## src/rtl/key_schedule_controller.sv

```systemverilog
// key_schedule_controller: sequences a key-expansion engine, banks its ten round keys
// and streams them out over a valid/ready port in forward or decrypt order.
module key_schedule_controller #(
  parameter int TIMEOUT_CYCLES = 255,
  parameter bit REVERSE = 1'b1
) (
  input  logic           clk,
  input  logic           rst_n,
  input  logic           key_load,
  input  logic [255:0]   key_in,
  output logic           ks_enable,
  output logic [255:0]   ks_key,
  input  logic           ks_finish,
  input  logic [1279:0]  ks_keys,
  input  logic           stream_start,
  output logic           rk_valid,
  input  logic           rk_ready,
  output logic [127:0]   rk_data,
  output logic [3:0]     rk_idx,
  output logic           rk_last,
  output logic           keys_valid,
  output logic           busy,
  output logic           err
);
  typedef enum logic [2:0] {IDLE, START, WAIT, CAPTURE, RELEASE, READY, STREAM, DRAIN} state_t;
  localparam int WW = $clog2(TIMEOUT_CYCLES + 1);
  localparam logic [WW-1:0] WD_LAST = WW'(TIMEOUT_CYCLES - 1);
  localparam logic [3:0] FIRST = REVERSE ? 4'd10 : 4'd1;
  localparam logic [3:0] LAST = REVERSE ? 4'd1 : 4'd10;
  state_t          state_q, state_d;
  logic [WW-1:0]   wd_q, wd_d;
  logic [255:0]    ks_key_q, ks_key_d;
  logic [1279:0]   bank_q, bank_d;
  logic            ks_enable_q, ks_enable_d;
  logic            keys_valid_q, keys_valid_d;
  logic            rk_valid_q, rk_valid_d;
  logic [3:0]      rk_idx_q, rk_idx_d;
  logic [127:0]    rk_data_q, rk_data_d;
  logic            rk_last_q, rk_last_d;
  logic            err_q, err_d;
  logic            load_ok, step;
  logic [3:0]      nidx;
  always_comb begin
    state_d = state_q;
    wd_d = wd_q;
    ks_key_d = ks_key_q;
    bank_d = bank_q;
    rk_valid_d = rk_valid_q;
    step = 1'b0;
    nidx = FIRST;
    load_ok = key_load && (state_q == IDLE || state_q == READY);
    err_d = (key_load && !load_ok) || (stream_start && (state_q != READY || key_load));
    if (load_ok) begin
      state_d = START;
      ks_key_d = key_in;
    end else begin
      case (state_q)
        START: begin
          wd_d = '0;
          state_d = WAIT;
        end
        WAIT:
          if (ks_finish) state_d = CAPTURE;
          else if (wd_q == WD_LAST) begin
            state_d = DRAIN;
            err_d = 1'b1;
          end else wd_d = wd_q + 1'b1;
        CAPTURE: begin
          bank_d = ks_keys;
          state_d = RELEASE;
        end
        RELEASE: state_d = ks_finish ? RELEASE : READY;
        READY:
          if (stream_start) begin
            state_d = STREAM;
            rk_valid_d = 1'b1;
            step = 1'b1;
          end
        STREAM:
          if (rk_valid_q && rk_ready) begin
            if (rk_last_q) begin
              state_d = READY;
              rk_valid_d = 1'b0;
            end else begin
              step = 1'b1;
              nidx = REVERSE ? rk_idx_q - 4'd1 : rk_idx_q + 4'd1;
            end
          end
        DRAIN: state_d = ks_finish ? DRAIN : IDLE;
        default: state_d = state_q;
      endcase
    end
    // Registered outputs follow the next state so they line up with it.
    ks_enable_d = state_d == START || state_d == WAIT;
    keys_valid_d = state_d == READY || state_d == STREAM;
    rk_idx_d = step ? nidx : rk_idx_q;
    rk_data_d = step ? bank_q[{nidx - 4'd1, 7'd0} +: 128] : rk_data_q;
    rk_last_d = step ? nidx == LAST : rk_last_q;
  end
  always_ff @(posedge clk or negedge rst_n) begin
    if (!rst_n) begin
      state_q <= IDLE;
      wd_q <= '0;
      ks_key_q <= '0;
      bank_q <= '0;
      ks_enable_q <= 1'b0;
      keys_valid_q <= 1'b0;
      rk_valid_q <= 1'b0;
      rk_idx_q <= '0;
      rk_data_q <= '0;
      rk_last_q <= 1'b0;
      err_q <= 1'b0;
    end else begin
      state_q <= state_d;
      wd_q <= wd_d;
      ks_key_q <= ks_key_d;
      bank_q <= bank_d;
      ks_enable_q <= ks_enable_d;
      keys_valid_q <= keys_valid_d;
      rk_valid_q <= rk_valid_d;
      rk_idx_q <= rk_idx_d;
      rk_data_q <= rk_data_d;
      rk_last_q <= rk_last_d;
      err_q <= err_d;
    end
  end
  assign ks_enable = ks_enable_q;
  assign ks_key = ks_key_q;
  assign keys_valid = keys_valid_q;
  assign rk_valid = rk_valid_q;
  assign rk_idx = rk_idx_q;
  assign rk_data = rk_data_q;
  assign rk_last = rk_last_q;
  assign err = err_q;
  assign busy = state_q != IDLE && state_q != READY;
endmodule

```

## config.mk

```make
export PLATFORM = sky130hd
export DESIGN_NAME = key_schedule_controller
export DESIGN_NICKNAME = d
export VERILOG_FILES = /design/src/rtl/key_schedule_controller.sv
export SDC_FILE = /design/constraint.sdc
export NUM_CORES = 2
export LEC_CHECK = 0
export ABC_AREA = 1
export CORE_AREA = 2 2 755 757
export CTS_CLUSTER_DIAMETER = 150
export DETAILED_ROUTE_END_ITERATION = 12
export DIE_AREA = 0 0 757 759
export PLACE_DENSITY = 0.32
export SYNTH_ARGS = -nofsm -noshare
export SYNTH_HDL_FRONTEND = slang
export SYNTH_SLANG_ARGS = --single-unit
```

## constraint.sdc

```tcl
create_clock -name clk -period 2.8 [get_ports clk]
set_input_delay 0.56 -clock clk [delete_from_list [all_inputs] [get_ports clk]]
set_output_delay 0.56 -clock clk [all_outputs]
set_load 0.1 [all_outputs]
```

Word level (Yosys, flattened, before mapping)
Index checks and enable logic that the tools add are counted.
{"block": "totals", "reg_bits": 1684, "elab_cells": 82, "in_bits": 1542, "output_inout_bits": 394}
{"block": "op_classes", "n_addsub": 3, "muxes": 29, "bitwise": 1, "n_shift": 1, "n_reduce_logical": 18, "eq_ne": 19}
{"op": "$shiftx A1280 B12 Y128", "count": 1}
{"op": "$mux W3", "count": 7}
{"op": "$pmux W3 S7", "count": 1}
{"op": "$eq A3 B3 Y1 const B", "count": 6}
{"op": "$mux W4", "count": 4}
{"op": "$mux W8", "count": 2}
{"op": "$pmux W8 S2", "count": 1}
{"op": "$mux W1", "count": 12}
{"op": "$ne A2 B2 Y1 const B", "count": 5}
{"op": "$eq A3 B2 Y1 const B", "count": 3}
{"op": "$add A8 B1 Y8 const B", "count": 1}
{"op": "$eq A8 B8 Y1 const B", "count": 1}
{"op": "$sub A4 B1 Y4 const B", "count": 2}
{"op": "$eq A3 B1 Y1 const B", "count": 2}
{"op": "$logic_and A1 B1 Y1", "count": 5}
{"op": "$logic_or A1 B1 Y1", "count": 5}
{"op": "$reduce_and A5 Y1", "count": 1}
{"op": "$eq A4 B1 Y1 const B", "count": 1}
{"op": "$pmux W1 S2", "count": 2}
{"op": "$reduce_and A4 Y1", "count": 1}
{"op": "$reduce_bool A2 Y1", "count": 2}
{"op": "$logic_not A3 Y1", "count": 1}
{"op": "$ne A3 B3 Y1 const B", "count": 1}
{"op": "$reduce_bool A3 Y1", "count": 1}
{"op": "other kinds (3)", "count": 3}

Logic depth before layout (Yosys ltp)
{"block": "depth", "word_depth": 10, "mapped_depth": 16, "depth_no_buf": 11}

Least setup slack after synthesis
Ideal clock, no wire load.
{"block": "synth_timing", "path_type": "reg-to-reg", "from": "register rk_valid_q (netlist: rk_valid)", "to": "register rk_data_q[73] (netlist: rk_data[73])", "setup_time_ns": 0.078, "synth_period_minus_slack_ns": 3.295, "arrival_ns": 3.217, "setup_slack_ns": -0.495, "stages_incl_launch_ff": 16, "path_buffers": 6, "required_time_ns": 2.722, "cell_sequence": "dfrtp_1 -> nand2_1 -> nor2_1 -> nand2_1 -> buf_4 -> buf_6 -> buf_2 -> ha_1 -> clkbuf_1 -> inv_1 -> clkbuf_1 -> buf_1 -> nand3_1 -> nand3_1 -> nand3_1 -> a21oi_1"}
{"block": "synth_via", "elab_chain_cells": 6, "word_cells_on_any_way": 9, "classes_between": "add/sub (1); shift (1); mux (6); reduce/logical (1)"}
{"item": "from (decl)", "line": "36", "source": "logic rk_valid_q, rk_valid_d;"}
{"item": "from (signal assigned)", "line": "120", "source": "rk_valid_q <= rk_valid_d;"}
{"item": "$logic_and A1 B1 Y1 (*)", "line": "80", "source": "if (rk_valid_q && rk_ready) begin"}
{"item": "$mux W4", "line": "80"}
{"item": "$mux W4", "line": "57", "source": "case (state_q)"}
{"item": "$mux W4", "line": "53", "source": "if (load_ok) begin"}
{"item": "$sub A4 B1 Y4", "line": "97", "source": "rk_data_d = step ? bank_q[{nidx - 4'd1, 7'd0} +: 128] : rk_data_q;"}
{"item": "$shiftx A1280 B12 Y128", "line": "97"}
{"item": "to (signal assigned)", "line": "122", "source": "rk_data_q <= rk_data_d;"}
{"item": "to (decl)", "line": "38", "source": "logic [127:0] rk_data_q, rk_data_d;"}
Mark *: on every way between the ends. The rest lies on a longest branch, timed or not.
A chain may end at the register's enable or synchronous reset.

Final worst setup path
{"block": "layout_timing", "from": "register rk_idx_q[0] (netlist: rk_idx[0])", "to": "register rk_data_q[36] (netlist: rk_data[36])"}
{"block": "layout_via", "elab_chain_cells": 7}
{"item": "from (decl)", "line": "37", "source": "logic [3:0] rk_idx_q, rk_idx_d;"}
{"item": "from (signal assigned)", "line": "121", "source": "rk_idx_q <= rk_idx_d;"}
{"item": "$sub A4 B1 Y4", "line": "86", "source": "nidx = REVERSE ? rk_idx_q - 4'd1 : rk_idx_q + 4'd1;"}
{"item": "$mux W4", "line": "81", "source": "if (rk_last_q) begin"}
{"item": "$mux W4", "line": "80"}
{"item": "$mux W4", "line": "57"}
{"item": "$mux W4", "line": "53"}
{"item": "$sub A4 B1 Y4", "line": "97"}
{"item": "$shiftx A1280 B12 Y128", "line": "97"}
No other way between the ends.

==> results.md <==
- Top cell type by total area after synthesis: dfrtp_1
- Ports: 1936
- H-tree Lvls: 4
- Synth area leaders: dfrtp_1, nand3_1, a21oi_1, nand2_1, nor2_1
- Die Wd: 757 um
- Initial antenna violation count: ~230
- Slew HR: 41.6%
- Ys flop type: dfrtp_1
- Lkg Pwr: 54.7 nW
- Mean Syn Cell Area: 8.15 um^2
- Final WL: 532000 um
- Delay-heaviest family, CP: simple AND/OR/NAND/NOR gates
- Starting Density: 13.8%
- Area of the multi-input gates: 28900 um^2
- Via count: 75183
- Layout area overhead: 51.0%
- Storage element area: roughly 42000 um^2
- CTS tree: done
- Final ANT Viol Nets: 0
- Fin crit period: 2760 ps
- Yosys cell types: 31
- Arr. time, crit path: about 3600 ps
- CP Capture Type: flop
- Clk buf depth: 4
- Std cell rows: 277
- Grt ovf: 0
- Die height: 759 um
- Largest net degree at the start of global routing: 136
- Crit path cell chain: inv_4 > ha_4 > nand3_1 > nor2_1 > buf_4 > ha_4 > clkinv_8 > buf_12 > buf_16 > nand3_1 > nand3_1 > nand3_1 > a21oi_1
- Total CTS buffers: 232
- # fillers: 63561
- Critical Path Max Stage Delay: 480 ps
- Combinational share of power: 49.6%
- Clock Skew: about 110 ps
- P_sw: between 70 and 80 mW
- Drt wl/cell: 27.4 um
- Async S/R FF share, synth: 100%
- Vias per inst: 3.86
- Register share of total power: 29.1%
- Crit-path slowest cell: dfrtp_4
- Die footprint: 575000 um^2
- Seq/Total Area, Yosys: 54.0%
- Final worst slack: 36.1 ps
- Switch share: 48.9%
- Critical path's most frequent cell: nand3_1
- Clock sinks: 1684
- First-pass GRT wire length: 705000 um
- Worst hold slack: 147 ps
- Clock share of power: 21.3%
- GPL Wtd Cong: approximately 0.98
- Final Cycle Share: a little over nine tenths
- Non-filler cells, final: 19456
- Post-synthesis cell count: 9570
- Critical path type: reg2reg
- Post-synth EDFFs: 0
- Crit Path Max Fanout: 11
- Syn nets: roughly 11000
- Final setup vio count: 0
- Number of global-route vias before repair: ~78000
- Clock Latency Late Sink: 960 ps
- TritonRoute pass-1 iters: 6
- CP required: 3640 ps
- Mapped cell area: 78000 um^2
- Worst VDD drop: 1100 uV
- Yosys reg bits: around 1700
- Post-DP HPWL: about 430000 um
- P_int: between 70 and 80 mW
- Max-slew violation count: 0
- Power per cell area: 1230 nW/um^2
- Layout cell share with drive strength beyond 1: 14.1%
- Status: complete, no violations
- Worst hold path class: in2reg
- Slew at the pin with the worst max-slew slack: 877 ps
- Core ar.: roughly 570000 um^2
- Number of hold-slack violations in the final timing report: 0
- Max-cap violations: 0
- Final nets: 13197
- Ys Warns: 0
- Critical path buffers and inverters: 5
- Achievable frequency: 362 MHz
- Post-synth top area share: a little over half
- IO buf count: 1935
- Most frequent cells in the layout: nand2_1, dfrtp_1, clkdlybuf4s50_1
- Commonest non-fill, non-tap cell in the layout: nand2_1
- DP Cell Count: 18935
- RSZ-0062 raised after global routing: yes
- Gr usage total: around 18%
- Residual DRC count: 0
- Clock Pin Slew Worst Setup and Hold Paths: 60 ps
- Worst setup SP type: flop
- Root Buffer Master: clkbuf_16
- DR iter-0 viols: 5181
- Pre-CTS WS: -1140 ps
-- worst reg2reg max path, stage by stage (launching register included) --
cell and delay, ps:
dfrtp_4 480, inv_4 80, ha_4 200, nand3_1 80, nor2_1 50, buf_4 170
ha_4 350, clkinv_8 100, buf_12 170, buf_16 220, nand3_1 220, nand3_1 270
nand3_1 230, a21oi_1 80
-- cells by family (layout without fill, tap and decap cells) --
logic type / after synthesis / in the layout / share of synthesized area (%)
other: 0 / 89 / 0
adders and majority gates: 5 / 5 / 0.0802
buffers and inverters: 1749 / 4013 / 9.19
and+or+nand+nor: 4570 / 4570 / 24.5
AOI/OAI and AO/OA: 1300 / 1300 / 8.36
xor gates and xnor gates: 6 / 6 / 0.0674
DFF: 1684 / 1684 / 54.0
muxes: 256 / 256 / 3.70
-- layer usage --
layer,up-vias,global-route usage [%],part of all wire [%],wire length (um)
met3,777,4.69,6.7,35500
met4,138,7.30,4.6,24400
met2,2245,31.2,49,263000
li1,34785,-,-,-
met1,37238,20.3,39,208000
met5,-,0,0.17,910
-- repair_timing --
item | CTS | global route
endpoints found under the setup margin | 116 | 92
buffers inserted | 6 | 3
cloned | 1 | 4
pin swaps | 1 | 4
gates resized for setup | 22 | 33
hold endpoints to repair | 105 | 0
hold buffers | 1 | 0
-- cell usage after synthesis, types with 3 or more instances --
master,n
mux2_2,256
buf_2,452
ha_1,5
nor2_1,1298
nand4_1,5
xor2_1,5
clkbuf_1,195
buf_6,3
dfrtp_1,1684
buf_1,41
nand3_1,1553
inv_2,6
nand2_1,1707
inv_1,1047
buf_4,4
a21oi_1,1289
-- power by group through the flow --
stage	combinational, mW	sequential [mW]	clock (mW)
floorplan	25.2	59.9	0
finish	72.0	42.3	30.9
global placement	72.6	42.7	0
global route	77.2	43.6	32.9
CTS	73.0	42.4	32.0
detailed placement	72.7	42.7	0
-- area by class of cell --
cell class	count	area share (%)
repair buffers	2541	21.5
diodes	89	0.189
clock inverters	68	0.719
multi-input cells	6137	24.6
flip-flops and latches	1684	35.8
clock buffers	350	5.85
inverters	1054	3.39
well taps	7533	8.01
-- state kept, by name, indices dropped and copies added (netlist names) --
signal	flops
ks_enable	1
err	1
rk_valid	1
bank_q	1280
state_q	3
rk_last	1
wd_q	8
rk_idx	4
rk_data	128
ks_key	256
keys_valid	1
-- metrics by stage --
stage          util, %  cell area (um^2)  TNS, ps  power [mW]
6_report          20.8            118000        0         145
5_1_grt           20.7            118000    -19.8         154
4_1_cts           20.7            117000    -2.12         147
3_5_place_dp      19.3            109000   -99300         115
3_3_place_gp      19.3            109000   -96880         115
2_1_floorplan        -             78100        0        85.2
-- final timing paths --
kind,to,slack [ps],depth (start not counted),start
worst max-delay path,rk_data[36],40,13,rk_idx[0]
worst min-delay path,ks_key[44],150,3,key_in[44]
worst max register to register,rk_data[36],40,13,rk_idx[0]
worst min register to register,ks_key[56],480,2,ks_key[56]
max in group asynchronous,bank_q[450],1330,3,rst_n
min in group asynchronous,ks_key[8],320,2,rst_n
No activity file was read; power rests on OpenSTA's default activity.
